==> src/rtl/multicycle_control_v2.sv <==
// Multicycle RV32I control unit with a variable-latency memory handshake.
// It decodes R, I-ALU, load, store, branch, JAL and LUI instructions.
// Illegal opcodes and gated-off features either halt the FSM or skip the instruction.
//
// Ports:
//   clk, reset                  rising-edge clock; synchronous active-low reset
//   opcode, funct3, funct7      instruction register fields
//   zero_flag, lt_flag,         ALU compare flags used to resolve branches
//   ltu_flag
//   mem_ready                   memory completes the current access this cycle
//   mem_req, mem_write          memory request and store strobe
//   reg_write, ir_write,        register file, IR and PC write enables
//   pc_write
//   instruction_or_data         memory address select (0 = PC, 1 = ALUOut)
//   result_src, alu_src_a,      datapath multiplexer selects
//   alu_src_b
//   alu_control                 ALU operation
//   current_state               current state encoding, for debug
//   illegal                     high while in the ILLEGAL state
//
// The outputs are a combinational decode of the state register.
// ir_write and pc_write follow mem_ready during FETCH.
module multicycle_control_v2 #(
  parameter bit BRANCH_FULL  = 1'b1,
  parameter bit ILLEGAL_HALT = 1'b1,
  parameter bit ENABLE_JAL   = 1'b1
) (
  input  logic       clk,
  input  logic       reset,
  input  logic [6:0] opcode,
  input  logic [2:0] funct3,
  input  logic [6:0] funct7,
  input  logic       zero_flag,
  input  logic       lt_flag,
  input  logic       ltu_flag,
  input  logic       mem_ready,
  output logic       mem_req,
  output logic       mem_write,
  output logic       reg_write,
  output logic       ir_write,
  output logic       pc_write,
  output logic       instruction_or_data,
  output logic [1:0] result_src,
  output logic [1:0] alu_src_a,
  output logic [1:0] alu_src_b,
  output logic [3:0] alu_control,
  output logic [3:0] current_state,
  output logic       illegal
);

  localparam int unsigned STATE_W = 4;

  localparam logic [STATE_W-1:0] S_FETCH     = 4'd0;
  localparam logic [STATE_W-1:0] S_DECODE    = 4'd1;
  localparam logic [STATE_W-1:0] S_MEM_ADDR  = 4'd2;
  localparam logic [STATE_W-1:0] S_MEM_READ  = 4'd3;
  localparam logic [STATE_W-1:0] S_MEM_WB    = 4'd4;
  localparam logic [STATE_W-1:0] S_MEM_WRITE = 4'd5;
  localparam logic [STATE_W-1:0] S_EXEC_R    = 4'd6;
  localparam logic [STATE_W-1:0] S_EXEC_I    = 4'd7;
  localparam logic [STATE_W-1:0] S_ALU_WB    = 4'd8;
  localparam logic [STATE_W-1:0] S_BRANCH    = 4'd9;
  localparam logic [STATE_W-1:0] S_JAL       = 4'd10;
  localparam logic [STATE_W-1:0] S_LUI       = 4'd11;
  localparam logic [STATE_W-1:0] S_ILLEGAL   = 4'd15;

  localparam logic [6:0] OP_LOAD   = 7'b0000011;
  localparam logic [6:0] OP_STORE  = 7'b0100011;
  localparam logic [6:0] OP_R      = 7'b0110011;
  localparam logic [6:0] OP_I      = 7'b0010011;
  localparam logic [6:0] OP_BRANCH = 7'b1100011;
  localparam logic [6:0] OP_JAL    = 7'b1101111;
  localparam logic [6:0] OP_LUI    = 7'b0110111;

  localparam logic [3:0] ALU_ADD   = 4'd0;
  localparam logic [3:0] ALU_SUB   = 4'd1;
  localparam logic [3:0] ALU_AND   = 4'd2;
  localparam logic [3:0] ALU_OR    = 4'd3;
  localparam logic [3:0] ALU_XOR   = 4'd4;
  localparam logic [3:0] ALU_SLT   = 4'd5;
  localparam logic [3:0] ALU_SLTU  = 4'd6;
  localparam logic [3:0] ALU_SLL   = 4'd7;
  localparam logic [3:0] ALU_SRL   = 4'd8;
  localparam logic [3:0] ALU_SRA   = 4'd9;
  localparam logic [3:0] ALU_PASSB = 4'd10;

  logic [STATE_W-1:0] state;
  logic [STATE_W-1:0] state_next;

  // funct3 to ALU op; alt selects sub (000) or sra (101).
  function automatic logic [3:0] alu_decode(input logic [2:0] f3, input logic alt);
    logic [3:0] op;
    case (f3)
      3'b000:  op = alt ? ALU_SUB : ALU_ADD;
      3'b001:  op = ALU_SLL;
      3'b010:  op = ALU_SLT;
      3'b011:  op = ALU_SLTU;
      3'b100:  op = ALU_XOR;
      3'b101:  op = alt ? ALU_SRA : ALU_SRL;
      3'b110:  op = ALU_OR;
      default: op = ALU_AND;
    endcase
    return op;
  endfunction

  // Branch taken condition. The illegal funct3 values 010 and 011 are never taken.
  function automatic logic branch_taken(input logic [2:0] f3, input logic z,
                                        input logic lt, input logic ltu);
    logic t;
    case (f3)
      3'b000:  t = z;
      3'b001:  t = !z;
      3'b100:  t = lt;
      3'b101:  t = !lt;
      3'b110:  t = ltu;
      3'b111:  t = !ltu;
      default: t = 1'b0;
    endcase
    return t;
  endfunction

  // State register.
  always_ff @(posedge clk) begin
    if (!reset) begin
      state <= S_FETCH;
    end else begin
      state <= state_next;
    end
  end

  assign current_state = state;

  // Next-state and output decode.
  always_comb begin
    state_next          = S_FETCH;
    mem_req             = 1'b0;
    mem_write           = 1'b0;
    reg_write           = 1'b0;
    ir_write            = 1'b0;
    pc_write            = 1'b0;
    instruction_or_data = 1'b0;
    result_src          = 2'b00;
    alu_src_a           = 2'b00;
    alu_src_b           = 2'b00;
    alu_control         = ALU_ADD;
    illegal             = 1'b0;

    case (state)
      S_FETCH: begin
        mem_req    = 1'b1;
        alu_src_b  = 2'b10;
        result_src = 2'b10;
        ir_write   = mem_ready;
        pc_write   = mem_ready;
        state_next = mem_ready ? S_DECODE : S_FETCH;
      end
      S_DECODE: begin
        // Precompute the branch/JAL target into ALUOut.
        alu_src_a = 2'b01;
        alu_src_b = 2'b01;
        case (opcode)
          OP_LOAD, OP_STORE: state_next = S_MEM_ADDR;
          OP_R:              state_next = S_EXEC_R;
          OP_I:              state_next = S_EXEC_I;
          OP_BRANCH:         state_next = (!BRANCH_FULL && (funct3[2:1] != 2'b00))
                                          ? S_ILLEGAL : S_BRANCH;
          OP_JAL:            state_next = ENABLE_JAL ? S_JAL : S_ILLEGAL;
          OP_LUI:            state_next = S_LUI;
          default:           state_next = S_ILLEGAL;
        endcase
      end
      S_MEM_ADDR: begin
        alu_src_a  = 2'b10;
        alu_src_b  = 2'b01;
        state_next = (opcode == OP_STORE) ? S_MEM_WRITE : S_MEM_READ;
      end
      S_MEM_READ: begin
        mem_req             = 1'b1;
        instruction_or_data = 1'b1;
        state_next          = mem_ready ? S_MEM_WB : S_MEM_READ;
      end
      S_MEM_WB: begin
        reg_write  = 1'b1;
        result_src = 2'b01;
        state_next = S_FETCH;
      end
      S_MEM_WRITE: begin
        mem_req             = 1'b1;
        mem_write           = 1'b1;
        instruction_or_data = 1'b1;
        state_next          = mem_ready ? S_FETCH : S_MEM_WRITE;
      end
      S_EXEC_R: begin
        alu_src_a   = 2'b10;
        alu_control = alu_decode(funct3, funct7[5]);
        state_next  = ((funct7 == 7'b0000000) || (funct7 == 7'b0100000))
                      ? S_ALU_WB : S_ILLEGAL;
      end
      S_EXEC_I: begin
        // Only srai honours funct7[5]; addi never becomes sub.
        alu_src_a   = 2'b10;
        alu_src_b   = 2'b01;
        alu_control = alu_decode(funct3, (funct3 == 3'b101) && funct7[5]);
        state_next  = S_ALU_WB;
      end
      S_ALU_WB: begin
        reg_write  = 1'b1;
        state_next = S_FETCH;
      end
      S_BRANCH: begin
        alu_src_a   = 2'b10;
        alu_control = ALU_SUB;
        pc_write    = branch_taken(funct3, zero_flag, lt_flag, ltu_flag);
        state_next  = (funct3[2:1] == 2'b01) ? S_ILLEGAL : S_FETCH;
      end
      S_JAL: begin
        // PC takes the target from ALUOut while the ALU forms oldPC+4 for the link.
        pc_write   = 1'b1;
        alu_src_a  = 2'b01;
        alu_src_b  = 2'b10;
        state_next = S_ALU_WB;
      end
      S_LUI: begin
        alu_src_b   = 2'b01;
        alu_control = ALU_PASSB;
        state_next  = S_ALU_WB;
      end
      S_ILLEGAL: begin
        illegal    = 1'b1;
        state_next = ILLEGAL_HALT ? S_ILLEGAL : S_FETCH;
      end
      default: state_next = S_FETCH;
    endcase

    // During reset, suppress every side effect so an in-flight access is abandoned.
    if (!reset) begin
      mem_req   = 1'b0;
      mem_write = 1'b0;
      reg_write = 1'b0;
      ir_write  = 1'b0;
      pc_write  = 1'b0;
      illegal   = 1'b0;
    end
  end

endmodule

==> config.mk <==
export PLATFORM = sky130hd
export DESIGN_NAME = multicycle_control_v2
export DESIGN_NICKNAME = d
export VERILOG_FILES = /design/src/rtl/multicycle_control_v2.sv
export SDC_FILE = /design/constraint.sdc
export NUM_CORES = 1
export LEC_CHECK = 0
export CORE_UTILIZATION = 37
export DETAILED_ROUTE_END_ITERATION = 8
export GPL_TIMING_DRIVEN = 0
export PLACE_DENSITY = 0.81
export SYNTH_ARGS = -nofsm -noshare
export SYNTH_HDL_FRONTEND = slang
export SYNTH_SLANG_ARGS = --single-unit
==> constraint.sdc <==
create_clock -name clk -period 3.8 [get_ports clk]
set_input_delay 1.14 -clock clk [delete_from_list [all_inputs] [get_ports clk]]
set_output_delay 1.14 -clock clk [all_outputs]
set_load 0.03 [all_outputs]
==> results by group, run 1 <==
Status
  – Status: finished, final reports clean

Global route
  – First-pass GRT wire length: 4015 µm
  – Vias in the first global route: 952
  – Largest net degree at the start of global routing: 11
  – Total track usage: 20.33%
  – Initial antenna violation count: 0
  – GRT overflow: 0

Setup path
  – Reg2reg setup slack: 2.22 ns
  – RR Endpoint: current_state[1]
  – Crit path max-delay cell type: clkdlybuf4s50_1
  – Worst setup path class: primary input to primary output
  – Worst Path Required: 2.66 ns
  – CP cell instances: clkdlybuf4s50_1 -> o211a_1 -> clkdlybuf4s50_1
  – Data arrival, critical path: 2.59 ns
  – FF-to-FF Start: current_state[2]
  – Crit. End Element: primary output
  – Worst path max stage delay: 0.66 ns
  – Most common cell on crit path: clkdlybuf4s50_1
  – R2R cell count: 6
  – Crit path launch type: primary input
  – Crit Path Max Fanout: 7

Pwr
  – Leak: 0.5429 nW
  – VDD IR max: 0.4656 mV
  – Gate power share: 85.4%
  – Pwr dens: 698.5 nW/µm²
  – Switching part of the total: 53.45%
  – Pint: 0.4187 mW
  – Overall Power: 0.8993 mW
  – Net Sw Power: 0.4806 mW
  – Clk pwr share: 6.4%
  – Sequential share of power: 8.2%

Yosys
  – Yosys warning count: 0
  – Ys flop type: dfxtp_1
  – Share of the synthesized area in the top cell type: 9.807%
  – Async SR Flop Fraction: 0%
  – Post-Synthesis Cells: 131
  – Yosys top cell by area: nor2_1
  – Synth top area cells: nor2_1 (9.8%), dfxtp_1 (9.5%), nand2_1 (6.2%), nand2b_1 (5.2%), a21oi_1 (4.2%)
  – Yosys cell types: 46
  – Sequential-to-total area share from yosys stat: 9.510%
  – Yosys reg bits: 4
  – Synth Cell Area: 842.1 µm²
  – Post-synth EDFFs: 0
  – Syn_area_per_cell: 6.428 µm²
  – Syn nets: 154

Routing
  – Post-DR wirelength/cell: 12.29 µm
  – Post-DRT Antenna Nets: 0
  – Vias per std cell: 5.522
  – 1st-pass router iterations: 4
  – Vias: 1,110
  – Routed WL: 2470 µm
  – DRC viols: 0
  – DR iter-0 viols: 23

Clock network
  – Clk pin slew, worst setup/hold paths: 0.04 ns
  – Root Driver: clkbuf_4
  – CTS tree: done
  – CTS Sinks: 4
  – H-tree depth: 1
  – Cts bufs inserted: 3
  – Clk_lat worst skew: 0.25 ns
  – CTS Buffer Depth: 2
  – Number of hold buffers added after CTS: 0

Die
  – Die ar.: 2471 µm²
  – Core Rows: 16
  – Die Ht: 49.71 µm
  – Initial Util: 41.24%
  – # IOs: 44
  – Die X: 49.71 µm
  – Core area: 2042 µm²

Min path
  – Min-delay worst type: register to register
  – Hold EP: current_state[2]
  – Hold Path Depth: 3
  – HP Start: current_state[2]

Final layout
  – Final instance area: 1287 µm²
  – Most frequent cells in the layout: clkdlybuf4s50_1 (31), nor2_1 (22), nand2_1 (14), nand2b_1 (7), a21oi_1 (7)
  – N_diodes: 0
  – Non-Filler Instances: 201
  – Most common cell after layout, fill and taps aside: clkdlybuf4s50_1
  – Share of layout cells above drive strength 1: 10.34%
  – Nets: 199
  – Area growth, synth to finish: 52.90%
  – Max reg flops: 4

Flow run
  – Number of max-cap violations: 0

Place
  – Area after DPL: 1276 µm²
  – Post-DP HPWL: 1963 µm
  – Routability cong.: 0.7972
  – PortBufs: 40
  – Placed Cells: 198

Timing
  – Final period util: 98.08%
  – Post-Route Skew: 0.007808 ns
  – Final Max Tran Viols: 0
  – Relative slew slack: 63.12%
  – Fmax: 0.2683 GHz
  – Least-Margin Pin Slew: 0.5517 ns
  – Final Setup Violations: 0
  – Final Hold Fails: 0
  – Hold slack: 0.6777 ns
  – Period minus WS final: 3.727 ns
  – RSZ-0062 raised after global routing: no
-- power groups by stage --
stage / combinational, mW / sequential [mW] / clock [mW]
2_1_floorplan: 0.487 / 0.107 / 0
3_3_place_gp: 0.760 / 0.0730 / 0
3_5_place_dp: 0.772 / 0.0748 / 0
4_1_cts: 0.770 / 0.0740 / 0.0587
5_1_grt: 0.827 / 0.0775 / 0.0599
6_report: 0.768 / 0.0738 / 0.0573
-- per-layer routing --
metal	vias up	wire, µm	global-route usage [%]	part of all wire [%]
met3	5	186	3.086	7.5
met4	0	37	6.667	1.5
met5	-	0	0	0
met1	494	1010	23.90	41
li1	557	-	-	-
met2	54	1235	36.94	50
-- Yosys cell counts (all sizes together), types with 2 or more instances --
| library cell | number |
|---|---|
| a31oi | 3 |
| o21ai | 3 |
| a21oi | 8 |
| xor2 | 2 |
| nand2 | 14 |
| and2 | 2 |
| nand2b | 7 |
| buf | 7 |
| xnor2 | 3 |
| nand3b | 2 |
| nor4b | 2 |
| o211ai | 2 |
| nor4 | 2 |
| clkbuf | 5 |
| o21a | 3 |
| inv | 2 |
| and3 | 4 |
| nor2b | 4 |
| nand3 | 4 |
| o22ai | 4 |
| dfxtp | 4 |
| nor2 | 22 |
| nor3 | 4 |
-- through the flow --
step	util (%)	setup TNS, ns	setup WS, ns
after detailed placement	62.50	-0.9735	-0.2918
after global placement	62.50	-0.8809	-0.2979
after CTS	63.30	0	0.002005
after floorplan	-	0	0.3944
final	63.05	0	0.07294
after global routing	63.05	0	0.02778
-- worst max-delay path, delay by kind of cell --
kind	cells	cell delay, ns
AOI/OAI and AO/OA	1	0.18
buffers and inverters	2	1.27
-- how the worst max path moves through the flow --
stage,start,to,depth (start not counted)
after global placement,funct3[0],pc_write,6
final,reset,mem_req,3
after detailed placement,funct3[0],pc_write,6
after CTS,funct3[0],pc_write,6
after global routing,reset,mem_req,3
after floorplan,current_state[1],ir_write,4
-- cell families after synthesis --
kind of cell / Yosys count / synth area share (%)
AND/OR/NAND/NOR: 74 / 47.70
AO/OA/AOI/OAI: 32 / 26.60
buffers and inverters: 14 / 8.469
XOR/XNOR: 5 / 5.202
flip-flops: 4 / 9.510
multiplexers: 2 / 2.526
-- repair_timing --
action                     CTS  global route
setup buffers                0             0
setup endpoints to repair    6             6
resized for setup            7             8
pin swaps                    0             0
-- cell type report --
cell class                      count  area [µm²]
Buffer                             12       63.81
Clock buffer                        3       22.52
Fill cell                         209       754.5
Inverter                            2       7.507
Multi-Input combinational cell    113       690.7
Sequential cell                     4       80.08
Tap cell                           27       33.78
Timing Repair Buffer               40       389.1
Power figures use the tool's default switching activity.
==> run 2, diff against run 1 <==
Clock period 3.8 ns to 4.8 ns, I/O delays scaled along.
==> results by group, run 2 (same netlist as run 1, synthesis figures left out) <==
Status
  – Status: finished, final reports clean

Setup path
  – Data arrival, critical path: 3.24 ns
  – Worst Path Required: 3.36 ns
  – Crit path max-delay cell type: clkdlybuf4s50_1
  – CP cell instances: clkdlybuf4s50_1 -> inv_1 -> o21a_1 -> o21ai_0 -> and2_1 -> clkdlybuf4s50_1
  – Worst setup path class: primary input to primary output
  – Worst path max stage delay: 0.66 ns
  – Crit path launch type: primary input
  – Crit. End Element: primary output
  – CP top delay family: buffers and inverters
  – Crit Path Max Fanout: 6
  – Most common cell on crit path: clkdlybuf4s50_1
  – CP bufs+invs: 3

Die
  – Core area: 2042 µm²
  – Die ar.: 2471 µm²
  – # IOs: 44
  – Core Rows: 16
  – Initial Util: 41.24%
  – Die Ht: 49.71 µm
  – Die X: 49.71 µm

Clock network
  – CTS tree: done
  – CTS Buffer Depth: 2
  – Cts bufs inserted: 3
  – Root Driver: clkbuf_4
  – Clk pin slew, worst setup/hold paths: 0.04 ns
  – Clk_lat worst skew: 0.25 ns
  – CTS Sinks: 4
  – H-tree depth: 1

Final layout
  – Most frequent cells in the layout: clkdlybuf4s50_1 (39), nor2_1 (22), nand2_1 (14), nand2b_1 (7), a21oi_1 (7)
  – Share of layout cells above drive strength 1: 8.621%
  – Max reg flops: 4
  – N_diodes: 0
  – Final instance area: 1301 µm²
  – Most common cell after layout, fill and taps aside: clkdlybuf4s50_1
  – Area growth, synth to finish: 54.53%
  – Nets: 199

Timing
  – Relative slew slack: 63.11%
  – Worst Slack Setup Final: 0.1242 ns
  – Fmax: 0.2139 GHz
  – Final Hold Fails: 0
  – Period minus WS final: 4.676 ns
  – Final period util: 97.41%
  – Final setup TNS: 0 ns
  – Hold slack: 0.6778 ns
  – Post-Route Skew: 0.007808 ns
  – Least-Margin Pin Slew: 0.5520 ns
  – Final Setup Violations: 0
  – RSZ-0062 raised after global routing: no
  – Final Max Tran Viols: 0

Place
  – Place WS: 0.1082 ns
  – Routability cong.: 0.7972
  – Post-DP HPWL: 1963 µm
  – Area after DPL: 1276 µm²
  – PortBufs: 40

Flow run
  – Number of max-cap violations: 0

Routing
  – 1st-pass router iterations: 4
  – Vias: 1,113
  – Post-DR wirelength/cell: 12.29 µm
  – Post-DRT Antenna Nets: 0
  – DRC viols: 0
  – DR iter-0 viols: 23
  – Routed WL: 2470 µm
  – Vias per std cell: 5.537

Global route
  – Vias in the first global route: 952
  – First-pass GRT wire length: 4015 µm
  – GRT overflow: 0
  – Layer with the highest usage: met2
  – M1 GR Usage: 23.90%
  – M3 GR Usage: 3.086%
  – Initial antenna violation count: 0
  – Total track usage: 20.33%
  – Largest net degree at the start of global routing: 11
  – GR Util met2: 36.94%

Min path
  – Min-delay worst type: register to register

Pwr
  – Pwr dens: 551.8 nW/µm²
  – Overall Power: 0.7181 mW
  – Leak: 0.4884 nW
  – VDD IR max: 0.3697 mV
[run 2: changes by cell type in the layout (fill, tap and decap cells not counted), sizes merged]
cell           previous run  this run
clkbuf                   11         8
clkdlybuf4s50            31        39
dlygate4sd2               3         0
dlymetal6s2s              3         1
[run 2: final timing paths]
| check | startpoint | to | slack [ns] | depth (start not counted) |
|---|---|---|---|---|
| worst min register to register | current_state[2] | current_state[2] | 0.68 | 3 |
| worst max register to register | current_state[2] | current_state[1] | 3.22 | 6 |
| worst min-delay path | current_state[2] | current_state[2] | 0.68 | 3 |
| worst max-delay path | funct3[0] | alu_control[1] | 0.12 | 6 |
[run 2: layer usage]
layer  routed length [µm]  part of all wire [%]
met5                    0                     0
met4                   37                   1.5
met3                  184                   7.4
met2                 1227                    50
met1                 1021                    41
[run 2: power breakdown]
part	total, mW	internal, mW	switching (mW)
clock	0.0454	0.0282	0.0172
combinational	0.614	0.261	0.353
sequential	0.0584	0.0474	0.0110
[run 2: stage by stage]
step | util, % | instances
2_1_floorplan | - | 131
6_report | 63.73 | 201
3_5_place_dp | 62.50 | 198
5_1_grt | 63.73 | 201
3_3_place_gp | 62.50 | 198
4_1_cts | 63.60 | 201
[run 2: worst register-to-register path, cell delays in order, from the launching register on]
cell,delay [ns]
dfxtp_1,0.37
buf_4,0.19
buf_2,0.21
nand2_1,0.11
o21a_1,0.12
o221ai_1,0.33
a21oi_1,0.10
[run 2: what timing repair did]
action                     4_1_cts  5_1_grt
buffers inserted                 0        0
hold buffers                     0        0
setup endpoints to repair        0        1
resized for setup                0        1
[run 2: cell type report]
type	instances	area [µm²]
Buffer	12	63.81
Clock buffer	3	22.52
Fill cell	205	740.7
Inverter	2	7.507
Multi-Input combinational cell	113	690.7
Sequential cell	4	80.08
Tap cell	27	33.78
Timing Repair Buffer	40	402.9
==> run 3, diff against run 2 <==
Settings changed: ABC_AREA set to 0.
==> results of run 3 <==
No change in the layout: final DEF, timing and power equal those of run 2.
